`src/rtl/mc_pkg.sv`:
```
// Shared definitions for the multicycle RV32I control unit: state encoding,
// opcodes and the mux/ALU select encodings driven onto the datapath.
package mc_pkg;

    typedef enum logic [3:0] {
        S_FETCH    = 4'd0,
        S_DECODE   = 4'd1,
        S_MEMADR   = 4'd2,
        S_MEMREAD  = 4'd3,
        S_MEMWB    = 4'd4,
        S_MEMWRITE = 4'd5,
        S_EXECR    = 4'd6,
        S_EXECI    = 4'd7,
        S_ALUWB    = 4'd8,
        S_JAL      = 4'd9,
        S_BEQ      = 4'd10
    } state_t;

    localparam logic [6:0] OP_LW  = 7'b0000011;
    localparam logic [6:0] OP_SW  = 7'b0100011;
    localparam logic [6:0] OP_R   = 7'b0110011;
    localparam logic [6:0] OP_BEQ = 7'b1100011;
    localparam logic [6:0] OP_I   = 7'b0010011;
    localparam logic [6:0] OP_JAL = 7'b1101111;

    localparam logic [1:0] ALUOP_ADD   = 2'b00;
    localparam logic [1:0] ALUOP_SUB   = 2'b01;
    localparam logic [1:0] ALUOP_FUNCT = 2'b10;

    localparam logic [1:0] RES_ALUOUT    = 2'b00;
    localparam logic [1:0] RES_DATA      = 2'b01;
    localparam logic [1:0] RES_ALURESULT = 2'b10;

    localparam logic [1:0] SRCA_PC    = 2'b00;
    localparam logic [1:0] SRCA_OLDPC = 2'b01;
    localparam logic [1:0] SRCA_A     = 2'b10;

    localparam logic [1:0] SRCB_B    = 2'b00;
    localparam logic [1:0] SRCB_IMM  = 2'b01;
    localparam logic [1:0] SRCB_FOUR = 2'b10;

    localparam logic [1:0] IMM_I = 2'b00;
    localparam logic [1:0] IMM_S = 2'b01;
    localparam logic [1:0] IMM_B = 2'b10;
    localparam logic [1:0] IMM_J = 2'b11;

    function automatic logic is_supported(input logic [6:0] op);
        return (op == OP_LW) || (op == OP_SW) || (op == OP_R) ||
               (op == OP_I)  || (op == OP_BEQ) || (op == OP_JAL);
    endfunction

endpackage

```
`src/rtl/mc_immdec.sv`:
```
// Opcode to immediate-format decode; kept separate so a pipelined decoder can reuse it.
module mc_immdec
    import mc_pkg::*;
(
    input  logic [6:0] op,
    output logic [1:0] imm_src
);

    always_comb begin
        imm_src = IMM_I;
        case (op)
            OP_SW:   imm_src = IMM_S;
            OP_BEQ:  imm_src = IMM_B;
            OP_JAL:  imm_src = IMM_J;
            default: imm_src = IMM_I;
        endcase
    end

endmodule

```
`src/rtl/mc_controller.sv`:
```
// Moore control FSM for a shared-memory multicycle RV32I datapath, with a
// memory-ready stall watchdog and illegal-opcode flag.
module mc_controller
    import mc_pkg::*;
#(
    parameter int MEM_WAIT_MAX = 16
) (
    input  logic       clk,
    input  logic       reset_n,
    input  logic [6:0] op,
    input  logic       Zero,
    input  logic       mem_ready,
    output logic       PCWrite,
    output logic       AdrSrc,
    output logic       MemWrite,
    output logic       IRWrite,
    output logic [1:0] ResultSrc,
    output logic [1:0] ALUSrcA,
    output logic [1:0] ALUSrcB,
    output logic [1:0] ImmSrc,
    output logic [1:0] ALUOp,
    output logic       RegWrite,
    output logic       illegal_instr,
    output logic       mem_timeout,
    output logic [3:0] state_o
);

    localparam int CW = (MEM_WAIT_MAX > 0) ? $clog2(MEM_WAIT_MAX + 1) : 1;
    localparam logic [CW-1:0] WAIT_MAX = CW'(MEM_WAIT_MAX);

    state_t        state;
    logic [CW-1:0] wait_cnt;
    logic [CW-1:0] wait_inc;
    logic          waiting;
    logic          pc_update;
    logic          branch;
    logic          ir_write;

    assign waiting  = ((state == S_FETCH) || (state == S_MEMREAD) ||
                       (state == S_MEMWRITE)) && !mem_ready;
    assign wait_inc = wait_cnt + CW'(1);

    always_ff @(posedge clk or negedge reset_n) begin
        if (!reset_n) begin
            state       <= S_FETCH;
            wait_cnt    <= '0;
            mem_timeout <= 1'b0;
        end else begin
            case (state)
                S_FETCH:    state <= mem_ready ? S_DECODE : S_FETCH;
                S_DECODE: begin
                    case (op)
                        OP_LW, OP_SW: state <= S_MEMADR;
                        OP_R:         state <= S_EXECR;
                        OP_I:         state <= S_EXECI;
                        OP_JAL:       state <= S_JAL;
                        OP_BEQ:       state <= S_BEQ;
                        default:      state <= S_FETCH;
                    endcase
                end
                S_MEMADR:   state <= (op == OP_LW) ? S_MEMREAD : S_MEMWRITE;
                S_MEMREAD:  state <= mem_ready ? S_MEMWB : S_MEMREAD;
                S_MEMWB:    state <= S_FETCH;
                S_MEMWRITE: state <= mem_ready ? S_FETCH : S_MEMWRITE;
                S_EXECR:    state <= S_ALUWB;
                S_EXECI:    state <= S_ALUWB;
                S_ALUWB:    state <= S_FETCH;
                S_JAL:      state <= S_ALUWB;
                S_BEQ:      state <= S_FETCH;
                default:    state <= S_FETCH;
            endcase

            // Counter saturates; the flag stays set and the FSM keeps waiting.
            if (waiting) begin
                if (wait_cnt != WAIT_MAX) wait_cnt <= wait_inc;
                if ((MEM_WAIT_MAX != 0) && (wait_inc == WAIT_MAX)) mem_timeout <= 1'b1;
            end else begin
                wait_cnt <= '0;
            end
        end
    end

    always_comb begin
        pc_update     = 1'b0;
        branch        = 1'b0;
        ir_write      = 1'b0;
        AdrSrc        = 1'b0;
        MemWrite      = 1'b0;
        RegWrite      = 1'b0;
        illegal_instr = 1'b0;
        ResultSrc     = RES_ALUOUT;
        ALUSrcA       = SRCA_PC;
        ALUSrcB       = SRCB_B;
        ALUOp         = ALUOP_ADD;
        case (state)
            S_FETCH: begin
                ALUSrcB   = SRCB_FOUR;
                ResultSrc = RES_ALURESULT;
                ir_write  = mem_ready;
                pc_update = mem_ready;
            end
            S_DECODE: begin
                ALUSrcA       = SRCA_OLDPC;
                ALUSrcB       = SRCB_IMM;
                illegal_instr = !is_supported(op);
            end
            S_MEMADR: begin
                ALUSrcA = SRCA_A;
                ALUSrcB = SRCB_IMM;
            end
            S_MEMREAD:  AdrSrc = 1'b1;
            S_MEMWB: begin
                ResultSrc = RES_DATA;
                RegWrite  = 1'b1;
            end
            // The write strobe is held for the whole access, not gated by mem_ready.
            S_MEMWRITE: begin
                AdrSrc   = 1'b1;
                MemWrite = 1'b1;
            end
            S_EXECR: begin
                ALUSrcA = SRCA_A;
                ALUOp   = ALUOP_FUNCT;
            end
            S_EXECI: begin
                ALUSrcA = SRCA_A;
                ALUSrcB = SRCB_IMM;
                ALUOp   = ALUOP_FUNCT;
            end
            S_ALUWB:    RegWrite = 1'b1;
            S_JAL: begin
                ALUSrcA   = SRCA_OLDPC;
                ALUSrcB   = SRCB_FOUR;
                pc_update = 1'b1;
            end
            S_BEQ: begin
                ALUSrcA = SRCA_A;
                ALUOp   = ALUOP_SUB;
                branch  = 1'b1;
            end
            default: ;
        endcase
    end

    // FETCH enables follow mem_ready, so they must be masked while reset is held.
    assign PCWrite = reset_n & (pc_update | (branch & Zero));
    assign IRWrite = reset_n & ir_write;
    assign state_o = state;

    mc_immdec u_immdec (
        .op      (op),
        .imm_src (ImmSrc)
    );

endmodule
```
`config.mk`:
```
export PLATFORM = sky130hd
export DESIGN_NAME = mc_controller
export DESIGN_NICKNAME = d
export VERILOG_FILES = /design/src/rtl/mc_pkg.sv /design/src/rtl/mc_immdec.sv /design/src/rtl/mc_controller.sv
export SDC_FILE = /design/constraint.sdc
export NUM_CORES = 1
export LEC_CHECK = 0
export BUFFER_PORTS_ARGS = -buffer_cell sky130_fd_sc_hd__buf_2
export CAP_MARGIN = 20
export CORE_UTILIZATION = 48
export DETAILED_ROUTE_END_ITERATION = 10
export GPL_ROUTABILITY_DRIVEN = 0
export GPL_TIMING_DRIVEN = 0
export MAX_ROUTING_LAYER = met4
export PLACE_DENSITY = 0.78
export SLEW_MARGIN = 0
export SYNTH_ARGS = -nofsm -noshare
export SYNTH_HDL_FRONTEND = slang
export SYNTH_SLANG_ARGS = --single-unit
```
`constraint.sdc`:
```
create_clock -name clk -period 2.1 [get_ports clk]
set_clock_uncertainty 0.1 [all_clocks]
set_input_delay 0 -clock clk [delete_from_list [all_inputs] [get_ports clk]]
set_output_delay 0 -clock clk [all_outputs]
set_load 0.05 [all_outputs]
```
After elaboration in Yosys (flattened, before gate mapping):

Cells that the tools add are included.
W data, S select, Z words.

* flip-flop bits (word level): 10
* bits of input ports: 11
* output and inout bits: 21
* logic and storage cells: 68

* add/sub/neg operators: 1
* equal/unequal tests: 19
* mux-type cells: 20
* bitwise logic cells: 4
* reduce and logical (&&, ||, !) cells: 21

Operator list (number)
* $pmux W4 S6: 1
* $pmux W4 S5: 1
* $eq A4 B3 Y1 const B: 4
* $pmux W2 S2: 4
* $eq A7 B6 Y1 const B: 2
* $eq A7 B7 Y1 const B: 2
* $eq A4 B4 Y1 const B: 3
* $reduce_or A2 Y1: 6
* $mux W5: 2
* $mux W3: 3
* $eq A4 B2 Y1 const B: 2
* $eq A7 B2 Y1 const B: 1
* $eq A7 B5 Y1 const B: 1
* $logic_or A1 B1 Y1: 7
* $mux W1: 7
* $pmux W2 S3: 1
* $reduce_or A3 Y1: 2
* $add A5 B1 Y5 const B: 1
* $eq A5 B5 Y1 const B: 1
* $ne A5 B5 Y1 const B: 1
* $eq A4 B1 Y1 const B: 1
* $logic_not A4 Y1: 1
* $reduce_or A4 Y1: 1
* $and A1 B1 Y1: 3
* 6 further kinds: 7

Longest topological paths before layout:

Gate-level depths: netlist of run 1.

* depth in word-level cells: 8
* mapped depth: 6
* gate-level depth less buffers: 6

Cells and area by module:

A second synthesis of run 1 with hierarchy kept.

* cell total of the unflattened synthesis: 111
* area total of the unflattened synthesis: 908.4 µm²

By module, submodules not included
* mc_controller: instances 1, cells each 105, area each 864.6 µm², seq. area each 250.2 µm²
* mc_immdec: instances 1, cells each 6, area each 43.8 µm², seq. area each 0.0 µm²

Worst setup path before layout of run 1:

No wires, ideal clock.

* kind: reg2out
* start: reg state[1] (netlist: state_o[1])
* end: out IRWrite
* arrival: 3.110 ns
* data required time: 2.000 ns
* path slack: -1.110 ns
* cell stages (with the launch flop): 4
* path buffers: 1
* cells stage by stage: dfrtp_1 -> buf_2 -> nor4_1 -> and3_1

* cells in the longest elaborated chain, start to end: 3

Ends and longest elaborated chain
* from (decl): RTL line mc_controller.sv:31 `state_t state;`
* from (signal assigned): RTL line mc_controller.sv:50 `S_FETCH: state <= mem_ready ? S_DECODE : S_FETCH;`
* from (signal assigned): RTL line mc_controller.sv:61 `S_MEMADR: state <= (op == OP_LW) ? S_MEMREAD : S_MEMWRITE;`
* from (signal assigned): RTL line mc_controller.sv:62 `S_MEMREAD: state <= mem_ready ? S_MEMWB : S_MEMREAD;`
* $logic_not A4 Y1: RTL line mc_controller.sv:95 `case (state)`
* $mux W1: RTL line mc_controller.sv:95
* $and A1 B1 Y1: RTL line mc_controller.sv:147 `assign IRWrite = reset_n & ir_write;`
* to (decl): RTL line mc_controller.sv:16 `output logic IRWrite,`

Every way passes these cells.

Worst setup path after layout of run 1:

* start: reg state[2] (netlist: state_o[2])
* end: out illegal_instr

* cells in the longest elaborated chain, start to end: 2

Ends and longest elaborated chain
* $eq A4 B1 Y1: RTL line mc_controller.sv:95
* $mux W1: RTL line mc_controller.sv:95
* to (decl): RTL line mc_controller.sv:23 `output logic illegal_instr,`

Every way passes these cells.

==> summary.txt, run 1 <==
Timing
  • Worst hold slack: between 0.003 and 0.004 ns
  • Final setup fails: 0
  • Slew Viols, Final: 0
  • Post-layout min period: roughly 1.9 ns
  • Final Hold Viols: 0
  • Period utilisation layout: roughly nine tenths
  • Peak Freq: 520.9 MHz
  • RSZ-0062 raised after global routing: no
  • Slew headroom: 58.31%
  • Least-Margin Pin Slew: slightly above 0.6 ns

Pwr
  • Pwr dens: between 500 and 600 nW/um2
  • Internal power: ~0.00038 W
  • Logic pwr share: between 30% and 40%
  • Clock power frac: around 29%
  • Sequential share of power: a little over a third
  • Switching part of the total: 37.04%
  • Pleak: about 0.54 nW
  • Sw power: roughly 0.00022 W
  • Tot Pwr: roughly 0.00060 W
  • Peak VDD IR: approximately 0.00044 V

Routing
  • Vias/cell: 5.713
  • Via count: 937
  • Drt pass-1 iters: 4
  • Routed len/inst: ~14 um
  • DRC viols: 0
  • Post-Route WL: around 2300 um
  • Starting DRT DRC Count: 22
  • DRT antenna net count: 0

Cells and area
  • Share of layout cells above drive strength 1: a little over a third
  • ANT cells: 0
  • Fin util: a little under three quarters
  • Footprint of the multi-input gates: ~570 um2
  • Leading cell types in the layout, fill and taps excluded: 31 x buf_2, 13 x nor3_1, 12 x nor2_1
  • Fill cells: 139
  • Nets: ~160
  • P&R area growth vs syn: 31.31%
  • Non-Filler Instances: around 160
  • Register area: about 260 um2
  • Commonest non-fill, non-tap cell in the layout: buf_2

Critical path
  • Reg2Reg Setup Slack: between 0.3 and 0.4 ns
  • Crit end category: output port
  • WP data arrival: about 1.8 ns
  • Crit path to: illegal_instr
  • Crit path max-delay cell type: or4b_4
  • Worst path required time: ~2 ns
  • Worst setup startpoint: state_o[2]
  • Worst-path cell chain: or4b_4, nor3_1, buf_2
  • Largest stage delay, worst path: a little under 0.6 ns
  • R2R depth: 6
  • FF-to-FF End: wait_cnt[1]
  • Crit Reg-Reg Startpoint: wait_cnt[0]
  • Critical path class: register to output port
  • Worst-path fanout max: 8
  • CP startpoint kind: register

Synthesis
  • Post-synthesis area per instance: 8.418 um2
  • Unique masters post-synth: 38
  • Synth Instances: 103
  • Synth warnings: 0
  • Area leader, netlist: dfrtp_1
  • Sequential element share of the synthesized area: between 20% and 30%
  • Synth area leaders: dfrtp_1 29%, nor3_1 7.5%, nor2_1 5.2%
  • Post-Syn Area: between 800 and 900 um2
  • Area share of the largest cell type after synthesis: 28.86%
  • Syn nets: 117
  • #FFs+latches synth: 10

Global routing
  • First-pass GRT wire length: ~4000 um
  • GRT Total Usage: between 20% and 30%
  • Number of global-route vias before repair: about 860
  • Overflow after GRT: 0
  • Initial antenna violation count: 0
  • Largest net degree at the start of global routing: 13

Floorplanning
  • Site Rows: 14
  • Area of the core: 1594 um2
  • # IOs: 32
  • Die area: 1980 um2
  • Die width: approximately 45 um
  • Initial core utilization: a little over half
  • Overall die height: approximately 45 um

Placement
  • Port bufs: 29
  • Placed Cells incl. Taps: about 160
  • DP HPWL: roughly 1600 um

Worst hold path
  • Hold WC Path Type: primary input to register
  • Hold-critical path depth: 3

Clocking
  • CTS tree: built
  • H-tree depth: 1
  • Clock Path Buffers: 2
  • Clock Latency Late Sink: 0.27 ns
  • Post-CTS setup buffers: 0
  • Num CTS Buffers: 3
  • Clk sink count: 10
  • Root Driver: clkbuf_4
  • Clock transition at path regs: about 0.06 ns

Status
  • Status: finished clean

Flow run
  • Max cap viols: 0
==> worst max-delay path, delay by kind of cell, from the launching register on <==
family | cells | cell delay [ns]
buffers and inverters | 1 | 0.30
AND/OR/NAND/NOR | 2 | 0.80
flip-flops | 1 | 0.45
==> final cells by class <==
cell class	instances	area share, %
Multi-Input combinational cell	83	49.67
Sequential cell	10	22.42
Timing Repair Buffer	33	16.26
Buffer	6	4.506
Clock buffer	4	3.187
Tap cell	24	2.637
Inverter	4	1.319
==> metrics by stage <==
stage / area (um2) / setup WS, ns / setup TNS (ns)
final: 1139 / 0.1801 / 0
after global routing: 1139 / 0.1117 / 0
after CTS: 1139 / 0.2151 / 0
after detailed placement: 1062 / 0.3578 / 0
after global placement: 1062 / 0.4632 / 0
after floorplan: 887.1 / -0.2259 / -0.2259
==> layer usage <==
metal	GRT usage (%)	share of wire, %
met5	-	0
met3	7.755	7.5
met2	45.59	51
met1	33.84	42
met4	1.818	0
==> worst min path at each step <==
stage               slack, ns          end    start
floorplan               -0.40  mem_timeout  reset_n
global placement        -0.22  wait_cnt[2]  reset_n
detailed placement      -0.22  wait_cnt[3]  reset_n
CTS                     0.006   state_o[0]    op[3]
global route             0.02   state_o[0]    op[3]
finish                  0.003   state_o[0]    op[3]
==> cell families after synthesis <==
group | Yosys count | share of synthesized area (%)
DFF | 10 | 28.86
buffers and inverters | 10 | 7.647
xor gates and xnor gates | 9 | 9.090
and+or+nand+nor | 50 | 32.76
AOI/OAI and AO/OA | 20 | 16.16
muxes | 1 | 1.154
adders and majority gates | 3 | 4.329
==> registers in the layout, indices dropped and copies added (netlist names) <==
name,count
wait_cnt,5
state_o,4
mem_timeout,1
==> cells in the mapped netlist <==
library cell,count
o32ai_1,1
or4b_4,1
nor4b_2,1
buf_6,3
and2b_2,1
and2_1,1
inv_1,4
nand2b_1,5
nor3_1,13
buf_2,2
a32oi_1,1
and3_1,1
nand2_1,4
and3b_1,1
nor4b_1,1
o22ai_1,3
dfrtp_1,10
nand3_1,4
o21ai_0,1
buf_4,1
a31o_2,1
nor2_1,12
xnor2_1,4
mux2i_1,1
a21oi_1,6
a31o_1,1
xor2_1,5
nor4_1,1
o21ai_1,1
o31ai_1,1
o21a_1,1
a31oi_1,1
nor3b_1,2
o31a_1,1
ha_1,3
nand3b_1,1
nand4bb_1,1
a32oi_2,1
==> what timing repair did <==
item | in CTS | in global routing
endpoints found under the hold margin | 13 | 0
gates resized for setup | 0 | 0
hold buffers | 4 | 0
==> power groups by stage <==
stage	Clock (W)	Sequential (W)	Combinational (W)
2_1_floorplan	0	0.000226	0.000144
3_3_place_gp	0	0.000218	0.000197
3_5_place_dp	0	0.000218	0.000201
4_1_cts	0.000179	0.000215	0.000209
5_1_grt	0.000190	0.000217	0.000227
6_report	0.000174	0.000215	0.000209
Power figures use the tool's default switching activity.
==> run 2, diff against run 1 <==
REMOVE_ABC_BUFFERS = 1   (was not set)
TNS_END_PERCENT = 10   (was not set)
==> summary.txt, run 2 (synthesized netlist as in run 1, its figures left out) <==
Timing
  • Setup ws final: 0.1109 ns (was 0.1801 ns)
  • Post-layout min period: 1.989 ns (was 1.920 ns)
  • Period utilisation layout: 94.72% (was 91.42%)
  • Final Hold Viols: 0 (unchanged)
  • RSZ-0062 raised after global routing: no (unchanged)
  • Slew Viols, Final: 0 (unchanged)
  • Peak Freq: 502.7 MHz (was 520.9 MHz)
  • Least-Margin Pin Slew: 0.5215 ns (was 0.6166 ns)
  • Slew headroom: 64.74% (was 58.31%)
  • Final setup fails: 0 (unchanged)

Routing
  • Routed len/inst: 12.71 um (was 13.78 um)
  • Starting DRT DRC Count: 27 (was 22)
  • Via count: 881 (was 937)
  • Drt pass-1 iters: 4 (unchanged)
  • Post-Route WL: 2033 um (was 2260 um)
  • DRC viols: 0 (unchanged)
  • Vias/cell: 5.506 (was 5.713)
  • DRT antenna net count: 0 (unchanged)

Critical path
  • Worst-path cell chain: or4b_4, nor3_1, buf_2 (unchanged)
  • Worst path required time: 2.00 ns (about the same)
  • CP startpoint kind: register (unchanged)
  • Largest stage delay, worst path: 0.62 ns (was 0.58 ns)
  • Worst-path fanout max: 15 (was 8)
  • Critical path class: register to output port (unchanged)
  • Crit end category: output port (unchanged)
  • WP data arrival: 1.89 ns (was 1.82 ns)
  • Crit path max-delay cell type: or4b_4 (unchanged)

Cells and area
  • Design Area, Final: 1080 um2 (was 1139 um2)
  • ANT cells: 0 (unchanged)
  • P&R area growth vs syn: 24.53% (was 31.31%)
  • Non-Filler Instances: 160 (was 164)
  • Fill cells: 132 (was 139)
  • Nets: 151 (was 155)
  • Leading cell types in the layout, fill and taps excluded: 31 x buf_2, 13 x nor3_1, 12 x nor2_1 (unchanged)
  • Max reg flops: 5 (unchanged)
  • Fin util: 67.74% (was 71.43%)
  • Reg with most FFs: wait_cnt (unchanged)
  • Commonest non-fill, non-tap cell in the layout: buf_2 (unchanged)
  • Share of layout cells above drive strength 1: 30.88% (was 35.00%)

Global routing
  • Initial antenna violation count: 0 (unchanged)
  • Largest net degree at the start of global routing: 19 (was 13)
  • First-pass GRT wire length: 3443 um (was 3884 um)
  • Number of global-route vias before repair: 783 (was 863)
  • Overflow after GRT: 0 (unchanged)
  • GRT Total Usage: 23.80% (was 27.14%)

Floorplanning
  • Area of the core: 1594 um2 (unchanged)
  • Die width: 44.50 um (unchanged)
  • Die area: 1980 um2 (unchanged)
  • Site Rows: 14 (unchanged)
  • Initial core utilization: 54.40% (unchanged)
  • Overall die height: 44.50 um (unchanged)
  • # IOs: 32 (unchanged)

Clocking
  • H-tree depth: 1 (unchanged)
  • Clock transition at path regs: 0.07 ns (was 0.06 ns)
  • Clk sink count: 10 (unchanged)
  • Clock Latency Late Sink: 0.26 ns (was 0.27 ns)
  • Num CTS Buffers: 3 (unchanged)
  • CTS tree: built (unchanged)
  • Clock Path Buffers: 2 (unchanged)
  • Root Driver: clkbuf_4 (unchanged)

Pwr
  • Peak VDD IR: 0.0003353 V (was 0.0004354 V)
  • Sequential share of power: 38.1% (was 36.0%)
  • Logic pwr share: 32.4% (was 35.0%)
  • Pwr dens: 537.7 nW/um2 (was 526.2 nW/um2)
  • Internal power: 0.0003657 W (was 0.0003772 W)
  • Switching part of the total: 37.02% (was 37.04%)
  • Tot Pwr: 0.0005806 W (was 0.0005991 W)
  • Sw power: 0.0002149 W (was 0.0002219 W)
  • Pleak: 0.5116 nW (was 0.5390 nW)
  • Clock power frac: 29.5% (was 29.1%)

Placement
  • Port bufs: 31 (was 29)
  • Pre-CTS setup slack: 0.3049 ns (was 0.3578 ns)
  • Placed Cells incl. Taps: 152 (was 156)
  • DP HPWL: 1418 um (was 1628 um)
  • Placement-stage cell area: 1001 um2 (was 1062 um2)

Flow run
  • Max cap viols: 0 (unchanged)

Status
  • Status: finished clean (unchanged)

Worst hold path
  • Hold WC Path Type: primary input to register (unchanged)
run 2: path summary, 6_finish.rpt:
path,from,to,slack (ns),cells past startpoint
max,state_o[3],illegal_instr,0.11,3
min,op[3],state_o[0],0.02,3
max reg2reg,state_o[3],state_o[1],0.36,4
min reg2reg,mem_timeout,mem_timeout,0.37,1
max in group asynchronous,reset_n,state_o[0],1.65,2
min in group asynchronous,reset_n,wait_cnt[2],0.03,2
run 2: power groups by stage:
stage | logic, W | registers [W] | clock network, W
finish | 0.000188 | 0.000221 | 0.000171
global route | 0.000203 | 0.000224 | 0.000182
CTS | 0.000188 | 0.000221 | 0.000175
detailed placement | 0.000182 | 0.000224 | 0
global placement | 0.000178 | 0.000222 | 0
floorplan | 0.000123 | 0.000229 | 0
run 2: critical path, delay by kind of cell (launching register included):
kind / cells / cell delay (ns)
buf+inv: 1 / 0.29
flops: 1 / 0.57
simple gates: 2 / 0.77
run 2: metal layers:
| metal | vias to the layer above | track usage [%] | part of all wire [%] |
|---|---|---|---|
| met2 | 28 | 38.24 | 50 |
| met4 | 0 | 5.455 | 1.4 |
| li1 | 438 | - | - |
| met1 | 411 | 30.48 | 44 |
| met3 | 4 | 5.306 | 4.4 |
| met5 | - | - | 0 |
run 2: final cells by class:
class	count	area [um2]	share of cell area, %
Clock buffer	4	36.28	3.360
Multi-Input combinational cell	83	550.5	50.98
Tap cell	24	30.03	2.781
Timing Repair Buffer	35	195.2	18.08
Sequential cell	10	252.7	23.41
Inverter	4	15.01	1.390
run 2: repair_timing:
item	CTS	global route
endpoints found under the setup margin	0	1
setup buffers	0	0
endpoints found under the hold margin	13	0
hold buffers	4	0
gates resized for setup	0	2
run 2: metrics by stage:
stage	hold slack (ns)	setup TNS (ns)
6_report	0.02384	0
5_1_grt	0.06692	0
4_1_cts	0.01101	0
3_5_place_dp	-0.2203	0
3_3_place_gp	-0.2249	0
2_1_floorplan	-0.3956	-2.299
==> run 3, diff against run 2 <==
CORE_ASPECT_RATIO = 1.2   (was not set)
==> summary.txt, run 3 (synthesized netlist as in run 1, its figures left out) <==
Floorplanning
  • Die width: 40.80 um (was 44.50 um)
  • Overall die height: 48.56 um (was 44.50 um)
  • Die area: 1981 um2 (was 1980 um2)
  • Initial core utilization: 52.18% (was 54.40%)
  • # IOs: 32 (unchanged)
  • Area of the core: 1662 um2 (was 1594 um2)
  • Site Rows: 16 (was 14)

Clocking
  • Clk sink count: 10 (unchanged)
  • CTS tree: built (unchanged)
  • H-tree depth: 1 (unchanged)
  • Clock Path Buffers: 2 (unchanged)
  • Root Driver: clkbuf_4 (unchanged)
  • Clock Latency Late Sink: 0.27 ns (was 0.26 ns)
  • Clock transition at path regs: 0.07 ns (about the same)
  • Num CTS Buffers: 3 (unchanged)

Placement
  • Port bufs: 31 (unchanged)
  • Placed Cells incl. Taps: 146 (was 152)
  • DP HPWL: 1480 um (was 1418 um)

Critical path
  • Crit path max-delay cell type: or4b_4 (unchanged)
  • Crit end category: output port (unchanged)
  • Largest stage delay, worst path: 0.63 ns (was 0.62 ns)
  • Buf/Inv on CP: 1 (unchanged)
  • CP startpoint kind: register (unchanged)
  • CP delay by family, top: simple AND/OR/NAND/NOR gates (unchanged)
  • Worst-path cell chain: or4b_4, nor3_1, buf_2 (unchanged)
  • Worst path required time: 2.00 ns (about the same)
  • WP data arrival: 1.91 ns (was 1.89 ns)
  • Critical path class: register to output port (unchanged)
  • Worst-path fanout max: 15 (unchanged)

Pwr
  • Clock power frac: 29.9% (was 29.5%)
  • Switching part of the total: 37.34% (was 37.02%)
  • Pwr dens: 544.8 nW/um2 (was 537.7 nW/um2)
  • Sw power: 0.0002182 W (was 0.0002149 W)
  • Internal power: 0.0003660 W (was 0.0003657 W)
  • Sequential share of power: 37.7% (was 38.1%)
  • Pleak: 0.5116 nW (unchanged)
  • Logic pwr share: 32.4% (about the same)
  • Peak VDD IR: 0.0002791 V (was 0.0003353 V)

Timing
  • Period utilisation layout: 95.78% (was 94.72%)
  • Peak Freq: 497.2 MHz (was 502.7 MHz)
  • Least-Margin Pin Slew: 0.5167 ns (was 0.5215 ns)
  • Slew Viols, Final: 0 (unchanged)
  • Worst hold slack: 0.02176 ns (was 0.02384 ns)
  • RSZ-0062 raised after global routing: no (unchanged)
  • Final setup fails: 0 (unchanged)
  • Slew headroom: 65.55% (was 64.74%)
  • Post-layout min period: 2.011 ns (was 1.989 ns)
  • Final Hold Viols: 0 (unchanged)

Routing
  • Via count: 884 (was 881)
  • Vias/cell: 5.740 (was 5.506)
  • Drt pass-1 iters: 4 (unchanged)
  • Starting DRT DRC Count: 20 (was 27)
  • DRT antenna net count: 0 (unchanged)
  • DRC viols: 0 (unchanged)
  • Post-Route WL: 1983 um (was 2033 um)
  • Routed len/inst: 12.88 um (was 12.71 um)

Cells and area
  • Fill cells: 144 (was 132)
  • Non-Filler Instances: 154 (was 160)
  • ANT cells: 0 (unchanged)
  • Max reg flops: 5 (unchanged)
  • Share of layout cells above drive strength 1: 30.88% (unchanged)
  • Nets: 151 (unchanged)
  • Commonest non-fill, non-tap cell in the layout: buf_2 (unchanged)
  • Leading cell types in the layout, fill and taps excluded: 31 x buf_2, 13 x nor3_1, 12 x nor2_1 (unchanged)
  • Reg with most FFs: wait_cnt (unchanged)
  • P&R area growth vs syn: 23.67% (was 24.53%)

Flow run
  • Max cap viols: 0 (unchanged)

Global routing
  • Overflow after GRT: 0 (unchanged)
  • Initial antenna violation count: 0 (unchanged)
  • First-pass GRT wire length: 3470 um (was 3443 um)
  • GRT Total Usage: 24.56% (was 23.80%)
  • Number of global-route vias before repair: 840 (was 783)
  • Largest net degree at the start of global routing: 19 (unchanged)

Status
  • Status: finished clean (unchanged)

Worst hold path
  • Hold WC Path Type: primary input to register (unchanged)
run 3: cell counts in the layout (fill, tap and decap cells not counted):
Identical to the previous run, type by type.
run 3: final timing paths:
path | startpoint | endpoint | slack, ns | depth (start not counted)
min in group asynchronous | reset_n | wait_cnt[2] | 0.03 | 2
max reg2reg | state_o[3] | state_o[1] | 0.34 | 4
min | op[3] | state_o[0] | 0.02 | 3
max in group asynchronous | reset_n | state_o[0] | 1.65 | 2
min reg2reg | mem_timeout | mem_timeout | 0.36 | 1
max | state_o[3] | illegal_instr | 0.09 | 3
run 3: area by class of cell:
cell class / count / area (um2) / share of cell area (%)
inverters: 4 / 15.01 / 1.400
multi-input cells: 83 / 550.5 / 51.34
well taps: 18 / 22.52 / 2.100
flip-flops and latches: 10 / 252.7 / 23.57
repair buffers: 35 / 195.2 / 18.20
clock buffers: 4 / 36.28 / 3.384
run 3: metal layers:
layer | up-vias | part of all wire, % | global-route usage, %
li1 | 443 | - | -
met1 | 416 | 40 | 28.95
met2 | 23 | 56 | 41.41
met3 | 2 | 2.4 | 2.752
met4 | 0 | 1.3 | 6.667
met5 | - | 0 | -
run 3: worst reg2reg max path, cell delays in order (launching register included):
cell and delay (ns):
dfrtp_1 0.57, or4b_4 0.63, a21oi_1 0.14, a21oi_1 0.05, o32ai_1 0.16
run 3: power by group through the flow:
stage                     clock network [W]  registers [W]  logic [W]
after CTS                          0.000179       0.000220   0.000190
after detailed placement                  0       0.000224   0.000184
final                              0.000175       0.000220   0.000189
after floorplan                           0       0.000229   0.000123
after global placement                    0       0.000223   0.000179
after global routing               0.000186       0.000223   0.000205
run 3: repair_timing:
| item | 4_1_cts | 5_1_grt |
|---|---|---|
| endpoints found under the hold margin | 13 | 0 |
| endpoints found under the setup margin | 0 | 1 |
| resized for setup | 0 | 2 |
| setup buffers | 0 | 0 |
| hold buffers | 4 | 0 |
run 3: per-stage QoR:
step	setup TNS, ns	area (um2)	power, W	setup slack (ns)	util [%]
2_1_floorplan	-2.299	815.8	0.0003524	-1.020	-
3_3_place_gp	0	993.5	0.0004017	0.3801	59.79
3_5_place_dp	0	993.5	0.0004072	0.3430	59.79
4_1_cts	0	1070	0.0005884	0.03311	64.38
5_1_grt	0	1072	0.0006148	0.02146	64.53
6_report	0	1072	0.0005842	0.08868	64.53
